==> config.mk <==
export PLATFORM = sky130hd
export DESIGN_NAME = bit_to_num_flat
export DESIGN_NICKNAME = d
export VERILOG_FILES = /design/src/rtl/time_pkg.sv /design/src/rtl/bit_to_num_if.sv /design/src/rtl/bcd2_to_bin6.sv /design/src/rtl/bit_to_num.sv /design/src/flat_wrapper.sv
export SDC_FILE = /design/constraint.sdc
export NUM_CORES = 1
export LEC_CHECK = 0
export ABC_AREA = 0
export CAP_MARGIN = 30
export CORE_MARGIN = 4
export CORE_UTILIZATION = 58
export DETAILED_ROUTE_END_ITERATION = 10
export MAX_ROUTING_LAYER = met4
export PLACE_DENSITY = 0.85
export SYNTH_ARGS = -nofsm -noshare
export SYNTH_HDL_FRONTEND = slang
export SYNTH_HIERARCHICAL = 1
export SYNTH_SLANG_ARGS = --single-unit
export TNS_END_PERCENT = 1
==> constraint.sdc <==
create_clock -name sclk -period 3.6 [get_ports sclk]
set_clock_uncertainty 0.15 [all_clocks]
set_input_delay 0.36 -clock sclk [delete_from_list [all_inputs] [get_ports sclk]]
set_output_delay 0.36 -clock sclk [all_outputs]
set_load 0.02 [all_outputs]
==> src/rtl/time_pkg.sv <==
// Shared constants, FSM encoding and nibble helper for the digit-to-time conversion path.
package time_pkg;

    localparam int unsigned NIB_W       = 4;
    localparam int unsigned FIELD_W     = 6;
    localparam int unsigned WORK_W      = 2 * NIB_W + FIELD_W;

    localparam int unsigned SHIFT_STEPS = 6;
    localparam int unsigned HH_MAX      = 23;
    localparam int unsigned MS_MAX      = 59;

    localparam logic [NIB_W-1:0] DIG_MAX   = 4'd9;
    localparam logic [NIB_W-1:0] DIG_BLANK = 4'd10;
    localparam logic [NIB_W-1:0] DIG_DASH  = 4'd11;

    typedef enum logic [1:0] {
        S_IDLE  = 2'd0,
        S_SHIFT = 2'd1,
        S_FIX   = 2'd2,
        S_DONE  = 2'd3
    } state_t;

    // Reverse double-dabble correction: a nibble that picked up the 8-weight from above is pulled back by 3.
    function automatic logic [NIB_W-1:0] fix_nibble(input logic [NIB_W-1:0] n);
        return (n >= 4'd8) ? n - 4'd3 : n;
    endfunction

endpackage

==> src/rtl/bit_to_num_if.sv <==
// Digit-entry side of the time converter: start request, eight digit codes and the binary result.
interface bit_to_num_if;
    import time_pkg::*;

    logic               start;
    logic [NIB_W-1:0]   bit_7, bit_6, bit_5, bit_4, bit_3, bit_2, bit_1, bit_0;
    logic [FIELD_W-1:0] num_02, num_01, num_00;
    logic               busy;
    logic               done;
    logic               err;

    modport master (
        output start, bit_7, bit_6, bit_5, bit_4, bit_3, bit_2, bit_1, bit_0,
        input  num_02, num_01, num_00, busy, done, err
    );

    modport slave (
        input  start, bit_7, bit_6, bit_5, bit_4, bit_3, bit_2, bit_1, bit_0,
        output num_02, num_01, num_00, busy, done, err
    );
endinterface

==> src/rtl/bcd2_to_bin6.sv <==
// One two-digit BCD field converted to 6-bit binary by shift-right / subtract-3 iterations.
module bcd2_to_bin6 import time_pkg::*; (
    input  logic               sclk,
    input  logic               nrst,
    input  logic               load,
    input  logic               shift,
    input  logic               fix,
    input  logic [NIB_W-1:0]   tens,
    input  logic [NIB_W-1:0]   ones,
    output logic [FIELD_W-1:0] bin,
    output logic               bad_digit
);

    logic [WORK_W-1:0] work;

    // Working register {tens, ones, bin}; bad_digit records a non-decimal digit seen at load.
    always_ff @(posedge sclk or negedge nrst) begin
        if (!nrst) begin
            work      <= WORK_W'(0);
            bad_digit <= 1'b0;
        end else if (load) begin
            work      <= {tens, ones, FIELD_W'(0)};
            bad_digit <= (tens > DIG_MAX) || (ones > DIG_MAX);
        end else if (shift) begin
            work      <= work >> 1;
        end else if (fix) begin
            work      <= {fix_nibble(work[WORK_W-1 -: NIB_W]),
                          fix_nibble(work[FIELD_W +: NIB_W]),
                          work[FIELD_W-1:0]};
        end
    end

    assign bin = work[FIELD_W-1:0];

endmodule

==> src/rtl/bit_to_num.sv <==
// hh-mm-ss digit codes to binary hours/minutes/seconds with range check before publishing.
module bit_to_num #(
    parameter int unsigned SHIFT_STEPS = time_pkg::SHIFT_STEPS,
    parameter int unsigned HH_MAX      = time_pkg::HH_MAX,
    parameter int unsigned MS_MAX      = time_pkg::MS_MAX
) (
    input  logic        sclk,
    input  logic        nrst,
    bit_to_num_if.slave bus
);

    localparam int unsigned FW    = time_pkg::FIELD_W;
    localparam int unsigned CNT_W = $clog2(SHIFT_STEPS + 1);

    time_pkg::state_t state, state_d;
    logic [CNT_W-1:0] step_cnt, step_cnt_d;
    logic [FW-1:0]    num_02_q, num_01_q, num_00_q;
    logic [FW-1:0]    num_02_d, num_01_d, num_00_d;
    logic             busy_q, busy_d, done_q, done_d, err_q, err_d;
    logic             load_c, shift_c, fix_c, reject_c;
    logic [FW-1:0]    hh_bin, mm_bin, ss_bin;
    logic             hh_bad, mm_bad, ss_bad;
    logic             unused_sep;

    // Separator positions carry no value.
    assign unused_sep = ^{bus.bit_5, bus.bit_2};

    bcd2_to_bin6 u_hh (
        .sclk(sclk), .nrst(nrst), .load(load_c), .shift(shift_c), .fix(fix_c),
        .tens(bus.bit_7), .ones(bus.bit_6), .bin(hh_bin), .bad_digit(hh_bad)
    );

    bcd2_to_bin6 u_mm (
        .sclk(sclk), .nrst(nrst), .load(load_c), .shift(shift_c), .fix(fix_c),
        .tens(bus.bit_4), .ones(bus.bit_3), .bin(mm_bin), .bad_digit(mm_bad)
    );

    bcd2_to_bin6 u_ss (
        .sclk(sclk), .nrst(nrst), .load(load_c), .shift(shift_c), .fix(fix_c),
        .tens(bus.bit_1), .ones(bus.bit_0), .bin(ss_bin), .bad_digit(ss_bad)
    );

    always_ff @(posedge sclk or negedge nrst) begin
        if (!nrst) begin
            state    <= time_pkg::S_IDLE;
            step_cnt <= CNT_W'(0);
            num_02_q <= FW'(0);
            num_01_q <= FW'(0);
            num_00_q <= FW'(0);
            busy_q   <= 1'b0;
            done_q   <= 1'b0;
            err_q    <= 1'b0;
        end else begin
            state    <= state_d;
            step_cnt <= step_cnt_d;
            num_02_q <= num_02_d;
            num_01_q <= num_01_d;
            num_00_q <= num_00_d;
            busy_q   <= busy_d;
            done_q   <= done_d;
            err_q    <= err_d;
        end
    end

    // Sequencing, range check and output register next values.
    always_comb begin
        state_d    = state;
        step_cnt_d = step_cnt;
        num_02_d   = num_02_q;
        num_01_d   = num_01_q;
        num_00_d   = num_00_q;
        busy_d     = busy_q;
        done_d     = 1'b0;
        err_d      = err_q;
        load_c     = 1'b0;
        shift_c    = 1'b0;
        fix_c      = 1'b0;
        reject_c   = hh_bad || mm_bad || ss_bad ||
                     (hh_bin > FW'(HH_MAX)) ||
                     (mm_bin > FW'(MS_MAX)) ||
                     (ss_bin > FW'(MS_MAX));

        case (state)
            time_pkg::S_IDLE: begin
                if (bus.start) begin
                    load_c     = 1'b1;
                    step_cnt_d = CNT_W'(0);
                    busy_d     = 1'b1;
                    state_d    = time_pkg::S_SHIFT;
                end
            end
            time_pkg::S_SHIFT: begin
                shift_c = 1'b1;
                state_d = time_pkg::S_FIX;
            end
            time_pkg::S_FIX: begin
                fix_c      = 1'b1;
                step_cnt_d = step_cnt + CNT_W'(1);
                state_d    = (step_cnt_d == CNT_W'(SHIFT_STEPS)) ? time_pkg::S_DONE
                                                                  : time_pkg::S_SHIFT;
            end
            time_pkg::S_DONE: begin
                busy_d  = 1'b0;
                done_d  = 1'b1;
                err_d   = reject_c;
                if (!reject_c) begin
                    num_02_d = hh_bin;
                    num_01_d = mm_bin;
                    num_00_d = ss_bin;
                end
                state_d = time_pkg::S_IDLE;
            end
            default: state_d = time_pkg::S_IDLE;
        endcase
    end

    assign bus.num_02 = num_02_q;
    assign bus.num_01 = num_01_q;
    assign bus.num_00 = num_00_q;
    assign bus.busy   = busy_q;
    assign bus.done   = done_q;
    assign bus.err    = err_q;

endmodule

==> src/flat_wrapper.sv <==
// flat-port wrapper written by rule: the top's interface ports become plain ports
module bit_to_num_flat 
#(
    parameter int unsigned SHIFT_STEPS = time_pkg::SHIFT_STEPS,
    parameter int unsigned HH_MAX      = time_pkg::HH_MAX,
    parameter int unsigned MS_MAX      = time_pkg::MS_MAX
)
  (sclk, nrst, bus_start, bus_bit_7, bus_bit_6, bus_bit_5, bus_bit_4, bus_bit_3, bus_bit_2, bus_bit_1, bus_bit_0, bus_num_02, bus_num_01, bus_num_00, bus_busy, bus_done, bus_err);
  bit_to_num_if bus_i ();
  input  logic sclk;
  input  logic nrst;
  input wire logic [$bits(bus_i.start)-1:0] bus_start;
  input wire logic [$bits(bus_i.bit_7)-1:0] bus_bit_7;
  input wire logic [$bits(bus_i.bit_6)-1:0] bus_bit_6;
  input wire logic [$bits(bus_i.bit_5)-1:0] bus_bit_5;
  input wire logic [$bits(bus_i.bit_4)-1:0] bus_bit_4;
  input wire logic [$bits(bus_i.bit_3)-1:0] bus_bit_3;
  input wire logic [$bits(bus_i.bit_2)-1:0] bus_bit_2;
  input wire logic [$bits(bus_i.bit_1)-1:0] bus_bit_1;
  input wire logic [$bits(bus_i.bit_0)-1:0] bus_bit_0;
  output wire logic [$bits(bus_i.num_02)-1:0] bus_num_02;
  output wire logic [$bits(bus_i.num_01)-1:0] bus_num_01;
  output wire logic [$bits(bus_i.num_00)-1:0] bus_num_00;
  output wire logic [$bits(bus_i.busy)-1:0] bus_busy;
  output wire logic [$bits(bus_i.done)-1:0] bus_done;
  output wire logic [$bits(bus_i.err)-1:0] bus_err;
  assign bus_i.start = bus_start;
  assign bus_i.bit_7 = bus_bit_7;
  assign bus_i.bit_6 = bus_bit_6;
  assign bus_i.bit_5 = bus_bit_5;
  assign bus_i.bit_4 = bus_bit_4;
  assign bus_i.bit_3 = bus_bit_3;
  assign bus_i.bit_2 = bus_bit_2;
  assign bus_i.bit_1 = bus_bit_1;
  assign bus_i.bit_0 = bus_bit_0;
  assign bus_num_02 = bus_i.num_02;
  assign bus_num_01 = bus_i.num_01;
  assign bus_num_00 = bus_i.num_00;
  assign bus_busy = bus_i.busy;
  assign bus_done = bus_i.done;
  assign bus_err = bus_i.err;
  bit_to_num #(.SHIFT_STEPS(SHIFT_STEPS), .HH_MAX(HH_MAX), .MS_MAX(MS_MAX)) u_core (.sclk(sclk), .nrst(nrst), .bus(bus_i));
endmodule
* Word level (Yosys, flattened, before mapping)
Index checks and enable logic that the tools add are counted.
** Storage, ports and cells
- Word-level logic and storage cells :: 103
- ROM bits :: 0
- Memories :: 0
- Flip-flop bits (word level) :: 71
- Output and inout bits :: 21
- Latch bits :: 0
- RAM bits :: 0
- Input bits :: 35
** Operators by class
- Reductions and logical operators :: 28
- Add/sub/neg operators :: 7
- $lt $le $gt $ge :: 15
- Shift-type cells :: 0
- Divide/modulo/power cells :: 0
- Bitwise operators :: 1
- Mux-type cells :: 27
- Multipliers :: 0
- Eq/ne operators :: 5
** Operators by type and width (count)
- $mux W14 :: 9
- $ge A4 B4 Y1 const B :: 6
- $gt A4 B4 Y1 const B :: 6
- $mux W4 :: 6
- $sub A4 B2 Y4 const B :: 6
- $reduce_bool A3 Y1 :: 7
- $reduce_and A2 Y1 :: 9
- $gt A6 B6 Y1 const B :: 2
- $logic_or A1 B1 Y1 :: 8
- $pmux W2 S4 :: 1
- $gt A6 B5 Y1 const B :: 1
- $mux W1 :: 6
- $pmux W3 S2 :: 1
- $reduce_bool A2 Y1 :: 3
- $eq A2 B2 Y1 const B :: 2
- $mux W2 :: 2
- $add A3 B1 Y3 const B :: 1
- $eq A3 B3 Y1 const B :: 1
- $mux W3 :: 1
- $eq A2 B1 Y1 const B :: 1
- $logic_not A2 Y1 :: 1
- $ne A2 B2 Y1 const B :: 1
- $pmux W1 S2 :: 1
- $not A1 Y1 :: 1

* Depth between registers and ports, before layout
- Word-level depth :: 7
- Gate-level depth with buffers :: 6
- Mapped depth without buffers :: 5

* Cells and area by module
The synthesis kept the hierarchy.
** By module, submodules not included
- bcd2_to_bin6 :: seq. area each 375.4 um^2, times used 3, area each 892.1 um^2, cells each 86
- bit_to_num :: seq. area each 650.6 um^2, times used 1, area each 1053.5 um^2, cells each 73

* Least setup slack after synthesis
Ideal clock, no wire load.
- Path kind :: reg-to-reg
- Start point :: register u_core.u_hh.work[5]
- End point :: register u_core.num_00_q[0] (netlist: u_core/bus.num_00[0])
- Buffers on the path :: 2
- Arrival time :: 1.932 ns
- Stages on the path, launching flop included :: 6
- Path slack :: 1.393 ns
- Clock period less this slack :: 2.207 ns
- Data required time :: 3.325 ns
- Setup time :: 0.125 ns
- Path through :: dfrtp_1 buf_4 or4_4 a2111oi_4 buf_6 mux2_2
** Between the ends
- Word-level cells in the longest chain between the ends :: 6
** RTL lines
- start: declaration :: line bcd2_to_bin6.sv:14 : logic [WORK_W-1:0] work;
- start signal: assignment :: line bcd2_to_bin6.sv:22 : work <= {tens, ones, FIELD_W'(0)};
- start signal: assignment :: line bcd2_to_bin6.sv:25 : work <= work >> 1;
- start signal: assignment :: line bcd2_to_bin6.sv:27 : work <= {fix_nibble(work[WORK_W-1 -: NIB_W]),
- $gt A6 B5 Y1 :: line bit_to_num.sv:79 : (hh_bin > FW'(HH_MAX)) ||
- $logic_or A1 B1 Y1 :: line bit_to_num.sv:78 : reject_c = hh_bad || mm_bad || ss_bad ||
- $logic_or A1 B1 Y1 :: line bit_to_num.sv:79
- $logic_or A1 B1 Y1 :: line bit_to_num.sv:80 : (mm_bin > FW'(MS_MAX)) ||
- $not A1 Y1 (no line)
- $reduce_and A2 Y1 (no line)
- end signal: assignment :: line bit_to_num.sv:58 : num_00_q <= num_00_d;
- end: declaration :: line bit_to_num.sv:17 : logic [FW-1:0] num_02_q, num_01_q, num_00_q;
No other way between the ends.
A chain may end at the register's enable or synchronous reset.

* Worst setup path in the final report
- Start point :: register u_core.u_mm.bad_digit
- End point :: register u_core.num_00_q[2] (netlist: u_core/bus.num_00[2])
** Between the ends
- Word-level cells in the longest chain between the ends :: 7
** RTL lines
- start: declaration :: line bcd2_to_bin6.sv:11 : output logic bad_digit
- start signal: assignment :: line bcd2_to_bin6.sv:23 : bad_digit <= (tens > DIG_MAX) || (ones > DIG_MAX);
- $logic_or A1 B1 Y1 (3 in a row) :: line bit_to_num.sv:78
- $logic_or A1 B1 Y1 :: line bit_to_num.sv:79
- $logic_or A1 B1 Y1 :: line bit_to_num.sv:80
- $not A1 Y1 (no line)
- $reduce_and A2 Y1 (no line)
No other way between the ends.

==> impl_metrics.yaml <==
run_status:
  outcome: "finished, final reports clean"
placed_design:
  place_ws_ns: 1.24
  io_buffers: 47
  globalplace.congestion: 0.858
  hpwl_microns: 4930
clock_network:
  htreeDepth: 3
  path_clk_slew_ns: 0.07
  cts_buffers: 9
  cts_tree: "done"
  root_buffer: "clkbuf_8"
  clock-sinks: 71
  clk_path_buf_depth: 2
  cts_setup_buffers: 0
  cts-resized-gates: 0
  insertion_delay_ns: 0.34
  cts_hold_buf: 1
grt:
  antenna_found_initial: 0
  track_usage_pct: 20.4
  grt_pass1_vias: 2536
  grt_pass1_wl_microns: 11800
  grt-ovfl-total: 0
  grt_max_degree: 41
logic_synthesis:
  syn_area_sq_um: 3730
  synth_cell_type_count: 39
  async_reset_ff_share_pct: 100
  ys.flop_type: "dfrtp_1"
  synth-seq-area-share_pct: 47.6
  synthTopCellsByArea: "dfrtp_1, mux2i_1, mux2_2, buf_4, ha_1"
  synth-edff-count: 0
  netlist_instances: 331
  syn_avg_cell_area_sq_um: 11.3
  synth_warnings: 6
  synth-seq-cells: 71
  yosys.area.top_type: "dfrtp_1"
  syn_nets: 377
  yosys.area.top_type_share_pct: 47.6
sta:
  setup_tns_ns: 0
  finalHoldViolations: 0
  slew_headroom_pct: 31.7
  finalSetupViolCount: 0
  period_share_pct: 65.7
  tightestPinTransition_ns: 1.02
  max_freq_mhz: 423
  slew_viol_final: 0
  period_minus_slack_ns: 2.37
  rsz0062_at_grt: "false"
  timing.final.ws_setup_ns: 1.23
detailed_routing:
  vias_per_cell: 5.63
  dr.pass1.iters: 4
  via_count: 2516
  drt-initial-drc-count: 120
  ant_nets: 0
  drc: 0
  routedWlPerCell_microns: 15.8
  drt_wl_total_microns: 7070
floorplan:
  die_h_microns: 88.2
  dieArea_sq_um: 7780
  die_x_microns: 88.2
  rows: 28
  initial_core_util_pct: 61.2
  core_sq_um: 6100
  ios: 56
power_and_ir_drop:
  swShare_pct: 38.1
  combinationalPowerShare_pct: 40.0
  p_switching_mw: 1.29
  leakage_nw: 1.99
  peakVddDrop_mv: 0.474
  clkPwrFrac_pct: 20.7
  p_int_mw: 2.11
  power.density_nw_per_um2: 784
  pwr-share-seq_pct: 39.3
final_layout:
  drive_gt1_share_pct: 17.5
  n_antenna_cell: 0
  area_growth_pct: 16.2
  n_fill_cell: 457
  layout.nets: 413
  area.sequential_sq_um: 1780
  multi_input_area_sq_um: 1620
worst_setup_path:
  cp-start-kind: "register"
  crit_arrival_ns: 2.44
  cp_slowest_cell: "or4_4"
  max_stage_delay_ns: 0.55
  path_max_fanout: 13
  end_kind: "register"
  crit_chain: "or4_4, a2111oi_4, buf_4, mux2_2"
  required_ns: 3.68
  worstSetupPathType: "reg2reg"
hold_path:
  hp-class: "reg2reg"
job:
  drv_cap: 0
[metal layers]
layer | GRT usage (%) | wire length, microns
met5 | - | 0
met4 | 9.07 | 106
met3 | 3.48 | 291
met1 | 26.1 | 3200
met2 | 31.7 | 3470
[placed cells by master (no fill, tap or decap), types with 3 or more instances in the layout]
master	Yosys	final
a221oi_2	6	6
mux2_2	17	17
and2_1	3	3
a2bb2oi_1	3	3
mux2_1	3	3
mux2i_1	27	27
inv_2	3	3
clkdlybuf4s50_1	0	46
nand2b_1	4	4
nor3_1	3	3
a21oi_1	15	15
o41ai_2	3	3
o22ai_1	10	10
nand2_1	19	19
and3_1	3	3
nor2b_1	7	6
o21ai_0	9	9
a31oi_1	3	3
nor2_4	3	3
nor2_1	24	24
xor2_1	4	4
buf_4	21	5
dfrtp_1	71	71
o31ai_1	3	3
inv_1	25	25
a211oi_2	3	3
clkbuf_8	0	10
and2b_1	3	3
o31ai_2	3	3
a211oi_1	3	3
xnor2_1	3	3
ha_1	11	11
[critical path: cells and delay by family, from the launching register on]
family / cells / cell delay (ns)
multiplexers: 1 / 0.35
AND/OR/NAND/NOR: 1 / 0.55
flip-flops: 1 / 0.40
AO/OA/AOI/OAI: 1 / 0.48
buffers and inverters: 1 / 0.31
[power groups by stage]
stage          Combinational [mW]  Sequential [mW]  Clock [mW]
6_report                     1.36             1.34       0.705
3_3_place_gp                 1.29             1.33           0
4_1_cts                      1.37             1.33       0.724
2_1_floorplan                1.13             1.30           0
3_5_place_dp                 1.35             1.35           0
5_1_grt                      1.51             1.38       0.756
[cells in the mapped netlist, types with 2 or more instances]
master	instances
mux2_2	17
a2bb2oi_1	3
ha_1	11
mux2i_1	27
nand4_1	2
nor2_4	3
nor3_1	3
a21oi_1	15
inv_2	3
a211oi_1	3
xnor2_1	3
o31ai_2	3
nor2b_1	7
a221oi_2	6
nor2_1	24
mux2_1	3
xor2_1	4
o31ai_1	3
and3_1	3
buf_6	7
dfrtp_1	71
o22ai_1	10
a31oi_1	3
nand2b_1	4
and2_1	3
buf_4	21
inv_1	25
o41ai_2	3
nand2_1	19
and2b_1	3
o21ai_0	9
a211oi_2	3
[final timing paths]
kind | startpoint | to | slack (ns) | cells after the start
worst max-delay path | u_core/u_mm/bad_digit | u_core/bus.num_00[2] | 1.23 | 4
worst min-delay path | u_core/bus.busy | u_core/bus.busy | 0.34 | 1
worst max register to register | u_core/u_mm/bad_digit | u_core/bus.num_00[2] | 1.23 | 4
worst min register to register | u_core/bus.busy | u_core/bus.busy | 0.34 | 1
max in group asynchronous | nrst | u_core/state[0] | 1.89 | 3
min in group asynchronous | nrst | u_core/u_hh/work[12] | 0.45 | 2
[cell families (layout without fill, tap and decap cells)]
logic type               count (synthesis)  count (layout)  synth area share, %
buffers and inverters                   56              97                 9.16
XOR/XNOR                                 7               7                 1.64
AO/OA/AOI/OAI                           65              65                 14.4
multiplexers                            47              47                 13.3
flip-flops                              71              71                 47.6
AND/OR/NAND/NOR                         74              74                 10.2
adder cells (fa/ha/maj)                 11              11                 3.69
[flip-flops by register name (all words and copies together) (netlist names), 2 cells and up]
signal / count
u_core/u_mm/work: 14
u_core/u_hh/work: 14
u_core/bus.num_01: 6
u_core/state: 2
u_core/step_cnt: 3
u_core/u_ss/work: 14
u_core/bus.num_00: 6
u_core/bus.num_02: 6
[final cells by class]
| cell class | count | area share (%) |
|---|---|---|
| sequential | 71 | 41.0 |
| clock buffer | 11 | 3.26 |
| multi-input combinational | 204 | 37.5 |
| timing repair buffer | 53 | 11.8 |
| inverter | 28 | 2.42 |
| tap | 75 | 2.16 |
| clock inverter | 5 | 1.88 |
[per-stage QoR]
step | total power, mW | cells | cell area (sq um) | hold slack [ns] | utilization (%)
6_report | 3.40 | 447 | 4340 | 0.344 | 71.1
5_1_grt | 3.64 | 447 | 4340 | 0.365 | 71.1
4_1_cts | 3.42 | 447 | 4340 | 0.347 | 71.1
3_5_place_dp | 2.70 | 430 | 4100 | 0.299 | 67.3
3_3_place_gp | 2.62 | 430 | 4100 | 0.305 | 67.3
2_1_floorplan | 2.43 | 331 | 3730 | -0.0856 | -
Note: power is estimated with default switching activity, not from simulation.
